===== config.mk =====
export PLATFORM = sky130hd
export DESIGN_NAME = ifetch
export DESIGN_NICKNAME = d
export VERILOG_FILES = /design/src/rtl/ifetch.sv
export SDC_FILE = /design/constraint.sdc
export NUM_CORES = 1
export LEC_CHECK = 0
export ABC_AREA = 1
export CAP_MARGIN = 10
export CORE_ASPECT_RATIO = 1.2
export CORE_MARGIN = 3
export CORE_UTILIZATION = 30
export DETAILED_ROUTE_END_ITERATION = 6
export MAX_ROUTING_LAYER = met4
export PLACE_DENSITY = 0.5
export SYNTH_ARGS = -nofsm -noshare
export SYNTH_HDL_FRONTEND = slang
export SYNTH_SLANG_ARGS = --single-unit

===== constraint.sdc =====
create_clock -name clk -period 3.5 [get_ports clk]
set_input_delay 0.7 -clock clk [delete_from_list [all_inputs] [get_ports clk]]
set_output_delay 0.7 -clock clk [all_outputs]
set_load 0.1 [all_outputs]

===== src/rtl/ifetch.sv =====
// Instruction fetch stage: PC register, instruction-memory handshake,
// IF/ID pipeline register and a one-word skid buffer for ID stalls.
module ifetch #(
    parameter logic [31:0] RESET_PC = 32'h0000_0000,
    parameter logic [31:0] NOP_IR   = 32'h0000_0000
) (
    input  logic        clk,
    input  logic        rst,
    input  logic        MEM_pcsrc,
    input  logic [31:0] MEM_btgt,
    input  logic        ID_stall,
    output logic        imem_req,
    output logic [31:0] imem_addr,
    input  logic [31:0] imem_rdata,
    input  logic        imem_ready,
    output logic [31:0] ID_ir,
    output logic [31:0] ID_npc,
    output logic        ID_valid
);

    typedef enum logic [1:0] {
        BOOT = 2'd0,
        REQ  = 2'd1,
        BUF  = 2'd2
    } state_t;

    state_t      state;
    logic [31:0] pc;
    logic [31:0] pc_plus4;
    logic [31:0] skid_ir;
    logic [31:0] skid_npc;

    // Wraps naturally modulo 2^32.
    assign pc_plus4  = pc + 32'd4;
    assign imem_addr = pc;

    // Fetch FSM. A redirect wins over everything: it flushes IF/ID, drops
    // the skid word and any data returned this cycle. imem_req is a flop
    // so it only rises in REQ and never combinationally from inputs.
    always_ff @(posedge clk) begin
        if (rst) begin
            state    <= BOOT;
            pc       <= RESET_PC;
            ID_ir    <= NOP_IR;
            ID_npc   <= 32'h0;
            ID_valid <= 1'b0;
            skid_ir  <= 32'h0;
            skid_npc <= 32'h0;
            imem_req <= 1'b0;
        end else if (MEM_pcsrc) begin
            state    <= REQ;
            pc       <= MEM_btgt & ~32'h3;
            ID_ir    <= NOP_IR;
            ID_valid <= 1'b0;
            skid_ir  <= 32'h0;
            skid_npc <= 32'h0;
            imem_req <= 1'b1;
        end else begin
            case (state)
                BOOT: begin
                    state    <= REQ;
                    imem_req <= 1'b1;
                end
                REQ: begin
                    if (imem_ready && !ID_stall) begin
                        ID_ir    <= imem_rdata;
                        ID_npc   <= pc_plus4;
                        ID_valid <= 1'b1;
                        pc       <= pc_plus4;
                    end else if (imem_ready && ID_stall) begin
                        // ID is busy: park the word, stop fetching.
                        skid_ir  <= imem_rdata;
                        skid_npc <= pc_plus4;
                        pc       <= pc_plus4;
                        state    <= BUF;
                        imem_req <= 1'b0;
                    end else if (!ID_stall) begin
                        // Memory not ready: insert a bubble, keep npc.
                        ID_ir    <= NOP_IR;
                        ID_valid <= 1'b0;
                    end
                end
                BUF: begin
                    if (!ID_stall) begin
                        ID_ir    <= skid_ir;
                        ID_npc   <= skid_npc;
                        ID_valid <= 1'b1;
                        state    <= REQ;
                        imem_req <= 1'b1;
                    end
                end
                default: begin
                    state    <= BOOT;
                    imem_req <= 1'b0;
                end
            endcase
        end
    end

endmodule


## Word-level counts from Yosys, hierarchy flattened

Index checks and enable logic that the tools add are counted.

- Add/sub/neg operators: 1
- Equality and inequality tests: 11
- Muxes and demuxes: 26
- Bitwise operators: 2
- Reductions and logical operators: 16

Operators by type and width:

| operator | number |
|---|---|
| 32-bit 2-to-1 mux | 10 |
| 32-bit one-hot mux with 2 select lines | 2 |
| 32-bit by 3-bit adder with 32-bit output (second input constant) | 1 |
| 3-bit inequality test (second input constant) | 5 |
| 3-bit AND reduction | 3 |
| 1-bit 2-to-1 mux | 8 |
| 2-bit inequality test (second input constant) | 4 |
| 4-bit AND reduction | 2 |
| 2-bit 2-to-1 mux | 3 |
| 2-bit one-hot mux with 3 select lines | 1 |
| 2-bit nonzero test | 3 |
| 2-bit AND reduction | 2 |
| 1-bit one-hot mux with 3 select lines | 1 |
| 3-bit nonzero test | 1 |
| 2-bit by 1-bit == test with 1-bit output (second input constant) | 1 |
| 2-bit == test (second input constant) | 1 |
| 1-bit logical AND | 2 |
| 2-bit zero test | 1 |
| 1-bit inverter | 2 |
| 1-bit one-hot mux with 2 select lines | 1 |
| 2-bit OR reduction | 1 |
| 1-bit zero test | 1 |

- Register bits after elaboration: 164
- Output and inout port bits: 98
- Logic and storage cells: 66

## Logic depth before layout (Yosys ltp)

Gate-level depths: netlist (run 1).

- Depth in word-level cells: 5
- Depth in mapped cells: 11

## Least setup slack after synthesis (run 1)

Ideal clock, no wire load.

- Path kind: register to register
- Start: reg pc[2], in the netlist imem_addr[2]
- End: reg skid_npc[26]
- Library setup time: 108 ps
- Data arrival time: 2201 ps
- Required time: 3392 ps
- Setup slack: 1190 ps
- Stages on the path, launching flop included: 10
- Path buffers: 0
- Clock period less this slack: 2310 ps
- Cells stage by stage: dfxtp_1 -> ha_1 -> nand2_1 -> nor2_4 -> nand2_4 -> nor2_4 -> nand3_1 -> nand2_1 -> a21o_1 -> inv_1

- Longest elaborated chain between the ends: 1

Ends and longest elaborated chain:

| what | line | RTL |
|---|---|---|
| start: declaration | 28 | `logic [31:0] pc;` |
| start signal: assignment | 52 | `pc <= MEM_btgt & ~32'h3;` |
| start signal: assignment | 69 | `pc <= pc_plus4;` |
| start signal: assignment | 74 | `pc <= pc_plus4;` |
| 32-bit by 3-bit adder with 32-bit output | 34 | `assign pc_plus4 = pc + 32'd4;` |
| end signal: assignment | 73 | `skid_npc <= pc_plus4;` |
| end: declaration | 31 | `logic [31:0] skid_npc;` |

Every way passes these cells.
A chain may end at the register's enable or synchronous reset.

## Final worst setup path (run 1)

- Start: reg ID_npc[18]
- End: out ID_npc[18]

RTL lines:

| what | line | RTL |
|---|---|---|
| start: declaration | 17 | `output logic [31:0] ID_npc,` |
| start signal: assignment | 67 | `ID_npc <= pc_plus4;` |
| start signal: assignment | 86 | `ID_npc <= skid_npc;` |

No word-level cell between the ends.

==> impl_metrics.toml, run 1 <==
[global_route]
antenna_found_initial = 0
grt_max_degree = 67
overflow = 0
grt_pass1_wl_um = 38500
gr-usage-all-layers = 0.190
grt_pass1_vias = 7136

[drt]
viasPerCell = 4.79
wl_um = 24000
wl_met1_um = 11100
routed-wl-met2_um = 11100
routed.top_layer = "met4"
drc = 0
route.met3.wl_um = 1520
ant_nets = 0
first_pass_iters = 5
drtIter0Drc = 380
vias = 7225
wl_per_cell_um = 16.0

[cts]
numCtsBuffers = 17
ctsHoldBuffers = 0
ctsResizeCount = 0
ctsLongestPathBuffers = 2
cts_tree = "yes"
clk_pin_slew_ns = 0.07
clock_sinks = 158
worstSkewPairLatency_ns = 0.43
root_buffer = "clkbuf_16"
post-cts-setup-buffers = 0
cts_max_level = 4

[min_path]
hold_path_class = "reg2reg"
min_to = "skid_npc[5]$_SDFFE_PP0P_"
min-delay-start = "skid_npc[5]$_SDFFE_PP0P_"
holdPathStages = 2

[sta]
slew_headroom = 0.335
finalMaxSlewViolations = 0
period_minus_slack_ns = 2.67
fin_setup_tns_ns = 0
tightest_slew_ns = 0.995
rsz0062_at_grt = "false"
fmax_mhz = 375
fin_crit_sh = 0.762
hold_viol_final = 0
setup_viol = 0
skew_ns = 0.0132

[power_and_ir_drop]
p_clk_frac = 0.392
swShare = 0.343
power.leakage_nw = 4.05
intPower_mw = 3.05
finalPower_mw = 4.64
combPwrFrac = 0.193
vdd.ir_drop.worst_uv = 362
p_per_area_nw_per_um2 = 484
seq_power_share = 0.415
p_sw_mw = 1.59

[critical_path]
crit_family = "buffers and inverters"
arrival_ns = 1.97
reg2reg_from = "imem_addr[2]$_SDFFE_PP0P_"
end_kind = "output port"
required_ns = 2.80
reg2reg_slack_ns = 1.62
worst-r2r-cell-count = 8
crit_buf_inv = 1
path_class = "reg2out"
crit_path_top_delay_cell = "clkdlybuf4s50_1"
critPathLaunchType = "flop"
critPathMaxFanout = 2
r2r_end = "ID_npc[16]$_SDFFE_PP0P_"
max_stage_delay_ns = 1.16
worstPathCellList = "clkdlybuf4s50_1"

[placement]
port_buffers = 160
place_inst = 1475
dpl.hpwl_um = 16000
dpl-instance-area_um2 = 9010
place.gp.congestion = 0.853

[floorplanning]
die_x_um = 148
die_h_um = 176
start_util = 0.309
die-area_um2 = 26000
ioPinCount = 167
row_count = 61
core_um2 = 23400

[final_layout]
stdcell_count = 1507
fin_area_um2 = 9580
final_util = 0.409
drive_gt1_frac = 0.113
layout.nets = 1249
area_growth_pct = 32.4
fill_cells = 2486
diodes = 0

[yosys]
synth-seq-cells = 158
synth_cells = 1049
syn-cell-area_um2 = 7240
synth-seq-area-share = 0.437
synth.avg_cell_area_um2 = 6.90
ys_warn_count = 0
synth.distinct_cells = 28

[flow_run]
cap_viol_max_count = 0

[status]
outcome = "finished clean"
-- through the flow --
| stage | setup WS [ns] | hold WS [ns] |
|---|---|---|
| after global placement | 0.731 | 0.449 |
| after floorplan | 1.19 | 0.436 |
| after detailed placement | 0.726 | 0.450 |
| after CTS | 0.798 | 0.463 |
| after global routing | 0.773 | 0.484 |
| final | 0.833 | 0.460 |
-- registers in the layout, summed over array words and instances, names as in the netlist --
name	count
ID_ir	32
state	2
imem_addr	30
skid_ir	32
skid_npc	30
ID_npc	30
ID_valid	1
imem_req	1
-- worst register-to-register path, stage by stage, from the launching register on --
cell and delay (ns):
dfxtp_1 0.43, ha_1 0.21, nand2_1 0.11, nor2_4 0.17
nand2_1 0.12, nor2_2 0.28, xor2_1 0.28, nand2_1 0.09
a21oi_1 0.13
-- per-layer routing --
metal | global-route usage | up-vias
li1 | - | 3662
met1 | 0.241 | 3343
met2 | 0.305 | 197
met3 | 0.0454 | 23
met4 | 0.0505 | 0
met5 | - | -
-- power groups by stage --
stage	Sequential, mW	Combinational, mW	Clock [mW]
CTS	1.93	0.903	1.87
detailed placement	1.97	0.900	0
finish	1.92	0.895	1.81
global placement	1.97	0.897	0
floorplan	2.32	0.261	0
global route	1.93	0.954	1.95
-- worst max path at each step --
stage,endpoint,cells past startpoint,slack (ns),startpoint
floorplan,skid_npc[26]$_SDFFE_PP0P_,9,1.19,imem_addr[2]$_SDFFE_PP0P_
global route,ID_npc[26],1,0.77,ID_npc[26]$_SDFFE_PP0P_
global placement,ID_npc[10]$_SDFFE_PP0P_,8,0.73,MEM_pcsrc
CTS,ID_npc[26],1,0.80,ID_npc[26]$_SDFFE_PP0P_
finish,ID_npc[18],1,0.83,ID_npc[18]$_SDFFE_PP0P_
detailed placement,ID_npc[9]$_SDFFE_PP0P_,8,0.73,MEM_pcsrc
-- cells in the final DEF (no fill, tap or decap), types with 4 or more instances in the layout --
cell type and n:
nand2_1 205, dfxtp_1 158, a21oi_1 148, nor2_1 130
o21ai_0 127, clkdlybuf4s50_1 109, inv_1 81, buf_4 66
nand3_1 54, clkbuf_16 17, nor2_4 11, a31oi_1 11
nor2_2 7, xor2_1 7, inv_2 7, a21o_1 6
inv_6 6, nand2_2 5, xnor2_1 5, o21ai_1 5
conb_1 4, inv_8 4
-- cells in the mapped netlist --
master	n	area (um2)
nand3_1	54	270
nand2_4	1	11.3
and2_1	1	6.26
inv_1	82	308
conb_1	1	3.75
nor2_2	5	31.3
a21oi_1	148	741
nor2_1	134	503
xor2_2	3	48.8
a22oi_1	1	7.51
nand2_1	206	773
o21ai_1	5	25.0
o22ai_1	1	6.26
clkbuf_1	49	184
a21o_1	6	45.0
nand2_2	4	25.0
buf_4	6	45.0
inv_2	6	22.5
buf_1	2	7.51
buf_2	13	65.1
a211oi_1	3	22.5
xnor2_1	5	43.8
dfxtp_1	158	3160
xor2_1	7	61.3
nor2_4	9	101
ha_1	1	12.5
a31oi_1	11	68.8
o21ai_0	127	636
-- cells by family after synthesis --
kind of cell | share of synthesized area
and+or+nand+nor | 0.238
AOI/OAI and AO/OA | 0.214
buffers and inverters | 0.0873
DFF | 0.437
xor gates and xnor gates | 0.0213
adders and majority gates | 0.00173
other | 0.000518
-- area by class of cell --
cell class / count / area [um2] / share of cell area
clock buffers: 17 / 425 / 0.0444
inverters: 88 / 330 / 0.0345
flip-flops and latches: 158 / 3160 / 0.330
multi-input cells: 736 / 3480 / 0.363
repair buffers: 178 / 1650 / 0.172
well taps: 315 / 394 / 0.0411
clock inverters: 15 / 144 / 0.0150
(Power assumes the default switching activity.)
==> run 2: changes to the inputs <==
clock period = 2.5 ns   (was 3.5 ns; I/O delays follow)
==> run 2 against run 1 <==
- cell area grew 0.10%
- largest cell class unchanged
- clock-buffer cell count is the same
- flip-flop and latch count is the same
==> impl_metrics.toml, run 2 (same netlist as run 1, synthesis figures left out) <==
[final_layout]
fin_area_um2 = 9590
layout_commonest_cell = "nand2_1"
top_regs = "ID_ir x32, skid_ir x32"
final_util = 0.409
drive_gt1_frac = 0.155
final_cell_mix = "nand2_1, dfxtp_1, a21oi_1, nor2_1, o21ai_0"
area_growth_pct = 32.5
stdcell_count = 1516
fill_cells = 2496
layout.nets = 1257

[critical_path]
critPathMaxFanout = 5
crit_path_top_delay_cell = "dfxtp_1"
arrival_ns = 2.21
max_stage_delay_ns = 0.43
required_ns = 2.85
worstPathCellList = "ha_1, nand2_1, nor2_4, nand2_4, nor2_4, xor2_1, nand2_1, a21oi_1"
crit_family = "simple AND/OR/NAND/NOR gates"
crit_cells = 8
crit_buf_inv = 0
worst-r2r-cell-count = 8
critPathLaunchType = "flop"
path_class = "reg2reg"
end_kind = "flop"

[global_route]
grt_max_degree = 67
overflow = 0
grt_pass1_wl_um = 38000
grt_pass1_vias = 6950
antenna_found_initial = 1
gr-usage-all-layers = 0.188

[sta]
setup_viol = 0
fin_crit_sh = 0.743
fmax_mhz = 539
period_minus_slack_ns = 1.86
tightest_slew_ns = 0.515
fin_setup_tns_ns = 0
finalMaxSlewViolations = 0
hold_viol_final = 0
rsz0062_at_grt = "false"
skew_ns = 0.0153
slew_headroom = 0.657

[floorplanning]
die_h_um = 176
start_util = 0.309
core_um2 = 23400
ioPinCount = 167
die-area_um2 = 26000
row_count = 61
die_x_um = 148

[status]
outcome = "finished clean"

[cts]
root_buffer = "clkbuf_16"
clock_sinks = 158
ctsLongestPathBuffers = 2
clk_pin_slew_ns = 0.07
cts_tree = "yes"
ctsResizeCount = 0
ctsHoldBuffers = 0
cts_max_level = 4
numCtsBuffers = 17
post-cts-setup-buffers = 0
worstSkewPairLatency_ns = 0.42

[drt]
first_pass_iters = 4
viasPerCell = 4.75
drtIter0Drc = 424
ant_nets = 0
wl_per_cell_um = 15.9
drc = 0
vias = 7199
wl_um = 24100

[power_and_ir_drop]
combPwrFrac = 0.190
seq_power_share = 0.408
power.leakage_nw = 4.18
vdd.ir_drop.worst_uv = 462
p_per_area_nw_per_um2 = 690
p_sw_mw = 2.17
p_clk_frac = 0.403
swShare = 0.327
intPower_mw = 4.45

[placement]
place_inst = 1483
dpl.hpwl_um = 16500
dpl-instance-area_um2 = 8990
place.gp.congestion = 0.844
port_buffers = 160

[flow_run]
cap_viol_max_count = 0

[min_path]
hold_path_class = "reg2reg"
holdPathStages = 2
## run 2: path summary, 6_finish.rpt
kind	from	to	slack (ns)
min	skid_ir[9]$_SDFFE_PP0P_	skid_ir[9]$_SDFFE_PP0P_	0.46
max	imem_addr[2]$_SDFFE_PP0P_	ID_npc[12]$_SDFFE_PP0P_	0.64
min reg2reg	skid_ir[9]$_SDFFE_PP0P_	skid_ir[9]$_SDFFE_PP0P_	0.46
max reg2reg	imem_addr[2]$_SDFFE_PP0P_	ID_npc[12]$_SDFFE_PP0P_	0.64
## run 2: metal layers
metal / global-route usage / up-vias / part of all wire
met4: 0.0420 / 0 / 0.012
met2: 0.300 / 197 / 0.46
met1: 0.244 / 3306 / 0.46
met5: - / - / 0
li1: - / 3678 / -
met3: 0.0457 / 18 / 0.063
## run 2: worst reg2reg max path, cell delays in order, from the launching register on
cell,delay (ns)
dfxtp_1,0.43
ha_1,0.21
nand2_1,0.10
nor2_4,0.16
nand2_4,0.11
nor2_4,0.19
xor2_1,0.36
nand2_1,0.09
a21oi_1,0.14
## run 2: layout make-up
| type | instances | area [um2] | share of cell area |
|---|---|---|---|
| Antenna cell | 1 | 2.50 | 0.000261 |
| Clock buffer | 17 | 425 | 0.0444 |
| Clock inverter | 15 | 174 | 0.0181 |
| Inverter | 88 | 330 | 0.0344 |
| Multi-Input combinational cell | 736 | 3480 | 0.363 |
| Sequential cell | 158 | 3160 | 0.330 |
| Tap cell | 315 | 394 | 0.0411 |
| Timing Repair Buffer | 186 | 1620 | 0.169 |
## run 2: stage by stage
stage / setup slack (ns) / power [mW] / hold slack (ns)
global placement: 0.336 / 4.01 / 0.449
detailed placement: 0.304 / 4.01 / 0.455
floorplan: 0.190 / 3.62 / 0.436
finish: 0.643 / 6.61 / 0.463
CTS: 0.656 / 6.69 / 0.465
global route: 0.456 / 6.90 / 0.478
## run 2: power groups by stage
stage          clock, mW  sequential, mW  combinational (mW)
4_1_cts             2.73            2.70                1.26
3_3_place_gp           0            2.75                1.26
5_1_grt             2.85            2.71                1.34
6_report            2.66            2.70                1.25
3_5_place_dp           0            2.75                1.26
2_1_floorplan          0            3.25               0.365
